**config.mk**
```make
export PLATFORM = sky130hd
export DESIGN_NAME = counter_ctrl
export DESIGN_NICKNAME = d
export VERILOG_FILES = /design/src/rtl/counter_pkg.sv /design/src/rtl/counter_ctrl_tick_gen.sv /design/src/rtl/counter_ctrl.sv
export SDC_FILE = /design/constraint.sdc
export NUM_CORES = 1
export LEC_CHECK = 0
export ABC_AREA = 1
export CORE_UTILIZATION = 55
export CTS_CLUSTER_SIZE = 28
export DETAILED_ROUTE_END_ITERATION = 7
export PLACE_DENSITY = 0.83
export SLEW_MARGIN = 20
export SYNTH_ARGS = -nofsm -noshare
export SYNTH_HDL_FRONTEND = slang
export SYNTH_SLANG_ARGS = --single-unit
```
**constraint.sdc**
```tcl
create_clock -name clk -period 2.9 [get_ports clk]
set_clock_uncertainty 0.2 [all_clocks]
set_input_delay 0.435 -clock clk [delete_from_list [all_inputs] [get_ports clk]]
set_output_delay 0.435 -clock clk [all_outputs]
set_load 0.005 [all_outputs]
```
**src/rtl/counter_pkg.sv**
```systemverilog
//------------------------------------------------------------------------------
// Module     : counter_pkg
// Description: Shared encodings for the counter_ctrl command sequencer.
//              Holds the command opcode enum, the controller state enum and
//              the matching 2-bit state constants used by the FSM and bench.
// Revision   : 1.0 - initial release
//------------------------------------------------------------------------------
`default_nettype none

package counter_pkg;

  localparam int unsigned OP_W    = 3;
  localparam int unsigned STATE_W = 2;

  // Command opcodes carried on cmd_op.
  typedef enum logic [OP_W-1:0] {
    OP_NOP        = 3'd0,
    OP_LOAD       = 3'd1,
    OP_SET_LIMIT  = 3'd2,
    OP_START_UP   = 3'd3,
    OP_START_DOWN = 3'd4,
    OP_PAUSE      = 3'd5,
    OP_RESUME     = 3'd6,
    OP_STOP       = 3'd7
  } cmd_op_t;

  // Controller state as seen on the state output.
  typedef enum logic [STATE_W-1:0] {
    CS_IDLE  = 2'd0,
    CS_RUN   = 2'd1,
    CS_PAUSE = 2'd2,
    CS_DONE  = 2'd3
  } ctrl_state_t;

  // Plain constants for the FSM register, kept bit-identical to ctrl_state_t
  // so older code that compares raw 2-bit values keeps working.
  localparam logic [STATE_W-1:0] ST_IDLE  = 2'd0;
  localparam logic [STATE_W-1:0] ST_RUN   = 2'd1;
  localparam logic [STATE_W-1:0] ST_PAUSE = 2'd2;
  localparam logic [STATE_W-1:0] ST_DONE  = 2'd3;

  // True for either START opcode.
  function automatic logic is_start(input logic [OP_W-1:0] op);
    return (op == OP_START_UP) || (op == OP_START_DOWN);
  endfunction

endpackage : counter_pkg

`default_nettype wire

```
**src/rtl/counter_ctrl_tick_gen.sv**
```systemverilog
//------------------------------------------------------------------------------
// Module     : tick_gen
// Description: Prescaler producing one enable strobe every TICK_DIV enabled
//              clk cycles. The prescaler counts 0..TICK_DIV-1 while en is
//              high, holds its value while en is low, and is cleared by clr.
// Ports      : clk    - system clock
//              rst    - synchronous active-high reset
//              en     - advance the prescaler this cycle
//              clr    - force the prescaler back to 0 (wins over en)
//              expire - combinational: prescaler wraps on this edge
//              tick   - registered one-cycle strobe, follows expire
// Revision   : 1.0 - initial release
//------------------------------------------------------------------------------
`default_nettype none

module tick_gen #(
  parameter int unsigned TICK_DIV = 50_000_000
) (
  input  logic clk,
  input  logic rst,
  input  logic en,
  input  logic clr,
  output logic expire,
  output logic tick
);

  localparam int unsigned     PW     = $clog2(TICK_DIV);
  localparam logic [PW-1:0]   C_LAST = PW'(TICK_DIV - 1);

  logic [PW-1:0] presc_q;
  logic [PW-1:0] presc_d;
  logic          tick_q;
  logic          w_at_last;

  assign w_at_last = (presc_q == C_LAST);

  // expire is exported unregistered so the owner can update its count on
  // the same edge that raises tick; that keeps tick aligned with count.
  assign expire = en && !clr && w_at_last;

  always_comb begin
    presc_d = presc_q;
    if (clr) begin
      presc_d = '0;
    end else if (en) begin
      presc_d = w_at_last ? '0 : presc_q + 1'b1;
    end
  end

  always_ff @(posedge clk) begin
    if (rst) begin
      presc_q <= '0;
      tick_q  <= 1'b0;
    end else begin
      presc_q <= presc_d;
      tick_q  <= expire;
    end
  end

  assign tick = tick_q;

endmodule : tick_gen

`default_nettype wire

```
**src/rtl/counter_ctrl.sv**
```systemverilog
//------------------------------------------------------------------------------
// Module     : counter_ctrl
// Description: Command-driven sequencer for an event counter paced by an
//              internal tick prescaler. Commands arrive over a valid/ready
//              port; terminal count is flagged with a one-cycle done pulse.
// Ports      : clk        - system clock
//              rst        - synchronous active-high reset
//              cmd_valid  - command present
//              cmd_ready  - command can be accepted this cycle (registered)
//              cmd_op     - opcode, see counter_pkg::cmd_op_t
//              cmd_data   - operand for LOAD / SET_LIMIT
//              count      - current count
//              state      - IDLE=0, RUN=1, PAUSE=2, DONE=3
//              tick       - one-cycle strobe on prescaler expiry in RUN
//              done       - one-cycle pulse on reaching the terminal value
// Revision   : 1.0 - initial release
//------------------------------------------------------------------------------
`default_nettype none

module counter_ctrl #(
  parameter int unsigned WIDTH    = 8,
  parameter int unsigned TICK_DIV = 50_000_000
) (
  input  logic             clk,
  input  logic             rst,
  input  logic             cmd_valid,
  output logic             cmd_ready,
  input  logic [2:0]       cmd_op,
  input  logic [WIDTH-1:0] cmd_data,
  output logic [WIDTH-1:0] count,
  output logic [1:0]       state,
  output logic             tick,
  output logic             done
);

  import counter_pkg::*;

  // Registered state
  logic [WIDTH-1:0]   count_q,     count_d;
  logic [WIDTH-1:0]   limit_q,     limit_d;
  logic               dir_down_q,  dir_down_d;
  logic [STATE_W-1:0] state_q,     state_d;
  logic               cmd_ready_q, cmd_ready_d;
  logic               done_q,      done_d;

  // Combinational helpers
  cmd_op_t          w_op;
  logic             w_accept;
  logic             w_idle_or_done;
  logic             w_start_ok;
  logic             w_run_en;
  logic             w_expire;
  logic             w_tick;
  logic [WIDTH-1:0] w_term_run;
  logic [WIDTH-1:0] w_term_start;

  assign w_op           = cmd_op_t'(cmd_op);
  assign w_accept       = cmd_valid && cmd_ready_q;
  assign w_idle_or_done = (state_q == ST_IDLE) || (state_q == ST_DONE);
  assign w_start_ok     = w_accept && is_start(cmd_op) && w_idle_or_done;

  // Any accepted command freezes the prescaler for that cycle, so a command
  // landing on an expiry cycle swallows the tick rather than racing it.
  assign w_run_en = (state_q == ST_RUN) && !w_accept;

  // Terminal value for the current direction, and for the direction a START
  // is about to select (needed for the immediate-terminal START case).
  assign w_term_run   = dir_down_q ? '0 : limit_q;
  assign w_term_start = (w_op == OP_START_DOWN) ? '0 : limit_q;

  tick_gen #(
    .TICK_DIV (TICK_DIV)
  ) u_tick_gen (
    .clk    (clk),
    .rst    (rst),
    .en     (w_run_en),
    .clr    (w_start_ok),
    .expire (w_expire),
    .tick   (w_tick)
  );

  always_comb begin
    count_d     = count_q;
    limit_d     = limit_q;
    dir_down_d  = dir_down_q;
    state_d     = state_q;
    done_d      = 1'b0;
    // Ready drops for exactly the cycle following an acceptance.
    cmd_ready_d = !w_accept;

    if (w_accept) begin
      case (w_op)
        OP_LOAD: begin
          count_d = cmd_data;
          state_d = ST_IDLE;
        end
        OP_SET_LIMIT: begin
          limit_d = cmd_data;
        end
        OP_START_UP, OP_START_DOWN: begin
          if (w_idle_or_done) begin
            dir_down_d = (w_op == OP_START_DOWN);
            // Already sitting on the terminal value: finish without a tick.
            if (count_q == w_term_start) begin
              state_d = ST_DONE;
              done_d  = 1'b1;
            end else begin
              state_d = ST_RUN;
            end
          end
        end
        OP_PAUSE: begin
          if (state_q == ST_RUN) begin
            state_d = ST_PAUSE;
          end
        end
        OP_RESUME: begin
          if (state_q == ST_PAUSE) begin
            state_d = ST_RUN;
          end
        end
        OP_STOP: begin
          state_d = ST_IDLE;
        end
        default: begin
          // NOP: nothing to do
        end
      endcase
    end else if (w_expire) begin
      // Up-count wraps modulo 2^WIDTH so a count above limit rolls through
      // zero before reaching it; down-count always stops at zero.
      count_d = dir_down_q ? (count_q - 1'b1) : (count_q + 1'b1);
      if (count_d == w_term_run) begin
        state_d = ST_DONE;
        done_d  = 1'b1;
      end
    end
  end

  always_ff @(posedge clk) begin
    if (rst) begin
      count_q     <= '0;
      limit_q     <= '1;
      dir_down_q  <= 1'b0;
      state_q     <= ST_IDLE;
      cmd_ready_q <= 1'b1;
      done_q      <= 1'b0;
    end else begin
      count_q     <= count_d;
      limit_q     <= limit_d;
      dir_down_q  <= dir_down_d;
      state_q     <= state_d;
      cmd_ready_q <= cmd_ready_d;
      done_q      <= done_d;
    end
  end

  assign count     = count_q;
  assign state     = state_q;
  assign cmd_ready = cmd_ready_q;
  assign tick      = w_tick;
  assign done      = done_q;

endmodule : counter_ctrl

`default_nettype wire

```
==> impl_metrics.toml, run 1 <==
[sta]
maxSlewHeadroom_pct = 59.6
setup_viol_count_final = 0
hold_viol = 0
worst_pin_slew_ns = 0.600
finalMaxSlewViolations = 0
fin_crit_ns = 2.40
tns_ns = 0
fmax_ghz = 0.417
hold_slack_ns = 0.292
finalCritPeriodShare_pct = 82.6
rsz0062_at_grt = "no"

[synth]
synthFlopType = "dfxtp_1"
synth_seq_area_share_pct = 30.8
ys_async_sr_fraction_pct = 0
ys_types = 41
synth_seq_cells = 48
synth.area.top_cells = "dfxtp_1, nand2_1, nand3_1"
syn_nets = 491
synth_top_area_share_pct = 30.8
netlist_instances = 467
synth.largest_area_cell = "dfxtp_1"
yosys_warnings = 0
synth_edf_count = 0
synth_area_um2 = 3120
avgSynthCellArea_um2 = 6.68

[global_routing]
gr-total-overflow = 0
gr-usage-met1_pct = 31.6
track_usage_pct = 27.2
antenna_found_initial = 0
use_met2_pct = 49.3
grtUsageMet3_pct = 5.24
grt_pass1_wl_um = 13100
grt_pass1_vias = 2978
grt_max_degree = 22
top_usage_layer = "met2"

[clock_tree]
root_buffer = "clkbuf_8"
tritoncts = "built"
cts_resized = 0
cts_sinks = 48
path_clk_slew_ns = 0.09
post_cts_buffers = 0
cts_max_path_buffers = 2
cts_max_level = 2
hold_buffers = 0
cts_buffers = 5
clkLatencyLatePin_ns = 0.30

[power]
leakage_nw = 1.64
powerDensity_nw_per_um2 = 368
max-vdd-ir-drop_v = 0.000255

[final_layout]
drive_above_1_share_pct = 8.76
areaGrowthSynthToFinish_pct = 15.5
nets = 525
fillCellCount = 505
final_cell_mix = "nand2_1, inv_1, dfxtp_1"
diodes = 0
final_common_cell = "nand2_1"

[die]
dieArea_um2 = 5970
num_io_pins = 27
start_util_pct = 57.0
die_width_um = 77.3
die_h_um = 77.3
core_um2 = 5470
fp-row-count = 27

[worst_setup_path]
startpoint_type = "flop"
arrival_ns = 2.46
required_ns = 2.96
critPathKind = "flop to flop"
critPathMaxFanout = 5
crit_path_end_kind = "flop"

[route]
via_per_inst = 5.35
drc = 0
dr.pass1.iters = 4
drtIter0Drc = 257
wl_per_cell_um = 12.8
antenna_left = 0
vias = 3069
wl_um = 7360

[placement]
gp_congestion = 0.887
dp_hpwl_um = 5790
portBuffers = 26

[worst_hold_path]
hp-class = "flop to flop"

[status]
run_status = "finished, final reports clean"

[flow_run]
maxCapViolations = 0
per-layer routing:
metal	part of all wire, %	wire length [um]
met4	1.8	135
met3	4.5	334
met1	41	3040
met5	0	0
met2	52	3840
cell usage after synthesis, drive strengths merged (3+ instances only):
master,number
nor3,14
o21ai,12
ha,9
xor2,13
nor3b,4
nand2,141
nor2,48
nand3,49
nor4,3
a21oi,25
buf,4
a31oi,5
inv,58
nand4,12
dfxtp,48
critical path, stage by stage (launching register included):
cell and delay (ns):
dfxtp_1 0.44, inv_1 0.09, fa_1 0.56, inv_1 0.07, nand2_1 0.07, nand2_1 0.04
inv_1 0.04, nand2_1 0.05, nor2_1 0.11, nand2_1 0.06, nor2_1 0.09, nand2_1 0.07
nor2_1 0.17, nand3_1 0.12, nand3_1 0.08, nand2_1 0.05, inv_1 0.04
state kept, by name, indices dropped and copies added (netlist names):
name and cells:
limit_q 8, u_tick_gen.presc_q 26, count 8, u_tick_gen.tick 1, done 1, cmd_ready 1
state 2, dir_down_q 1
cell families after synthesis:
kind of cell | count (synthesis) | synth area share (%)
simple gates | 276 | 42.4
fa+ha+maj | 10 | 4.25
flops | 48 | 30.8
xor+xnor | 16 | 4.94
buf+inv | 66 | 8.19
compound gates | 51 | 9.43
cell type report:
cell class / instances / area [um^2] / area share, %
Clock buffer: 5 / 68.8 / 1.91
Clock inverter: 3 / 42.5 / 1.18
Inverter: 60 / 225 / 6.25
Multi-Input combinational cell: 353 / 1900 / 52.8
Sequential cell: 48 / 961 / 26.7
Tap cell: 72 / 90.1 / 2.50
Timing Repair Buffer: 33 / 313 / 8.68
stage by stage:
step	setup WS, ns	area, um^2	total power [mW]	instances	util (%)
6_report	0.504	3600	1.33	574	65.8
5_1_grt	0.217	3600	1.38	574	65.8
4_1_cts	0.524	3600	1.33	574	65.8
3_5_place_dp	0.253	3490	0.857	566	63.8
3_3_place_gp	0.360	3490	0.851	566	63.8
2_1_floorplan	0.662	3120	0.793	467	-
where the power goes:
group	internal (mW)	switching, mW	total, mW
Clock	0.255	0.228	0.483
Sequential	0.670	0.0122	0.682
Combinational	0.0705	0.0909	0.161
Total	0.995	0.331	1.33
path summary, 6_finish.rpt:
| path | start | slack [ns] | endpoint | cells after the start |
|---|---|---|---|---|
| worst min register to register | u_tick_gen.presc_q[13] | 0.29 | u_tick_gen.presc_q[13] | 1 |
| worst min-delay path | u_tick_gen.presc_q[13] | 0.29 | u_tick_gen.presc_q[13] | 1 |
| worst max-delay path | count[1] | 0.50 | state[0] | 16 |
| worst max register to register | count[1] | 0.50 | state[0] | 16 |
Power figures use the tool's default switching activity.
==> inputs of run 2 (changes only) <==
==> constraint.sdc (replaced) <==
create_clock -name clk -period 2.4 [get_ports clk]
set_clock_uncertainty 0.2 [all_clocks]
set_input_delay 0.36 -clock clk [delete_from_list [all_inputs] [get_ports clk]]
set_output_delay 0.36 -clock clk [all_outputs]
set_load 0.005 [all_outputs]
==> run 2 against run 1 <==
Effect of this change:
- cell count up 1.7%
- combinational power is 32% higher
- routed wire length increased by 1.7%
- critical path depth stayed put
- register-to-register slack got worse by 0.35 ns
- clock power grew 2%
- sequential share of layout area fell by 0.65 points
- critical endpoint unchanged
==> impl_metrics.toml, run 2 (synthesis gave the netlist of run 1 again) <==
[global_routing]
antenna_found_initial = 0
track_usage_pct = 26.9
grt_max_degree = 22
gr-total-overflow = 0
grt_pass1_wl_um = 12800
grt_pass1_vias = 2975

[power]
switching_share_pct = 27.1
leakage_nw = 1.67
max-vdd-ir-drop_v = 0.000354
combinationalPowerShare_pct = 14.0
clkPwrFrac_pct = 32.2
p_switching_uw = 414
intPower_mw = 1.11
finalPower_mw = 1.53
power.share.sequential_pct = 53.8
powerDensity_nw_per_um2 = 413

[sta]
fmax_ghz = 0.445
finalCritPeriodShare_pct = 93.6
rsz0062_at_grt = "no"
worst_pin_slew_ns = 0.491
setup_viol_count_final = 0
maxSlewHeadroom_pct = 66.9
hold_viol = 0
layout_setup_ws_ns = 0.155
finalMaxSlewViolations = 0
tns_ns = 0
fin_crit_ns = 2.25

[worst_setup_path]
worst_path_largest_cell_delay_ns = 0.58
crit_path_end_kind = "flop"
required_ns = 2.46
critPathBufInv = 4
critPathMaxFanout = 3
slowest_stage = "fa_1"
arrival_ns = 2.31
critPathTopFamily = "simple AND/OR/NAND/NOR gates"
startpoint_type = "flop"
critPathKind = "flop to flop"
critPathMostFrequentCell = "nand2_1"
worstPathCellList = "inv_1 > fa_1 > inv_1 > nand2_1 > nand2_1 > inv_1 > nand2_1 > nor2_2 > nand2_1 > nor2_1 > nand2_1 > nor2_4 > nand3_2 > nand3_1 > nand2_1 > inv_1"
reg2reg_depth = 16
cp_num_cells = 16

[final_layout]
largest_reg_flops = 26
top_register = "u_tick_gen.presc_q"
final_common_cell = "nand2_1"
fillCellCount = 491
nets = 535
final_cell_mix = "nand2_1, inv_1, dfxtp_1"
diodes = 0
final_cells = 584
drive_above_1_share_pct = 12.1
areaGrowthSynthToFinish_pct = 18.6

[route]
wl_per_cell_um = 12.8
vias = 3150
drc = 0
antenna_left = 0
drtIter0Drc = 163
wl_um = 7490
via_per_inst = 5.39
dr.pass1.iters = 5

[clock_tree]
tritoncts = "built"
cts_max_level = 2
cts_max_path_buffers = 2
hold_buffers = 0
path_clk_slew_ns = 0.09
clkLatencyLatePin_ns = 0.31
cts_buffers = 5
root_buffer = "clkbuf_8"
cts_resized = 0
cts_sinks = 48
post_cts_buffers = 0

[worst_hold_path]
hp-class = "flop to flop"
holdPathStages = 2

[die]
core_um2 = 5470
dieArea_um2 = 5970
num_io_pins = 27
start_util_pct = 57.0
die_h_um = 77.3
die_width_um = 77.3
fp-row-count = 27

[placement]
place_ws_ns = 0.0176
gp_congestion = 0.871
portBuffers = 26
dp_hpwl_um = 5850
place_inst = 576

[flow_run]
maxCapViolations = 0

[status]
run_status = "finished, final reports clean"
run 2: power groups by stage:
stage	sequential [mW]	clock, mW	combinational, mW
after floorplan	0.840	0	0.118
final	0.823	0.492	0.213
after global placement	0.841	0	0.204
after global routing	0.825	0.524	0.237
after detailed placement	0.841	0	0.208
after CTS	0.822	0.503	0.209
run 2: path summary, 6_finish.rpt:
kind,to,start,slack [ns]
min,u_tick_gen.presc_q[2],u_tick_gen.presc_q[2],0.28
max reg2reg,state[0],count[0],0.15
min reg2reg,u_tick_gen.presc_q[2],u_tick_gen.presc_q[2],0.28
max,state[0],count[0],0.15
run 2: through the flow:
| step | hold slack [ns] | instance area (um^2) | utilization [%] |
|---|---|---|---|
| 5_1_grt | 0.299 | 3700 | 67.6 |
| 2_1_floorplan | 0.243 | 3120 | - |
| 4_1_cts | 0.279 | 3670 | 67.0 |
| 6_report | 0.278 | 3700 | 67.6 |
| 3_3_place_gp | 0.258 | 3580 | 65.4 |
| 3_5_place_dp | 0.269 | 3580 | 65.4 |
run 2: layer usage:
layer / track usage (%) / vias to the layer above / routed length, um
li1: - / 1610 / -
met1: 30.7 / 1424 / 3170
met2: 48.2 / 94 / 3680
met3: 3.69 / 22 / 373
met4: 14.0 / 0 / 254
met5: 0 / - / 0
run 2: layout make-up:
class,count,area (um^2),share of cell area [%]
inverters,60,225,6.09
multi-input cells,353,1930,52.2
flip-flops and latches,48,962,26.0
well taps,72,90.1,2.44
clock inverters,2,16.3,0.440
clock buffers,6,72.6,1.96
repair buffers,43,400,10.8
run 2: tightest hold or removal path: stages (launching register included):
cell and delay (ns):
dfxtp_1 0.34, inv_1 0.05, a211oi_1 0.05
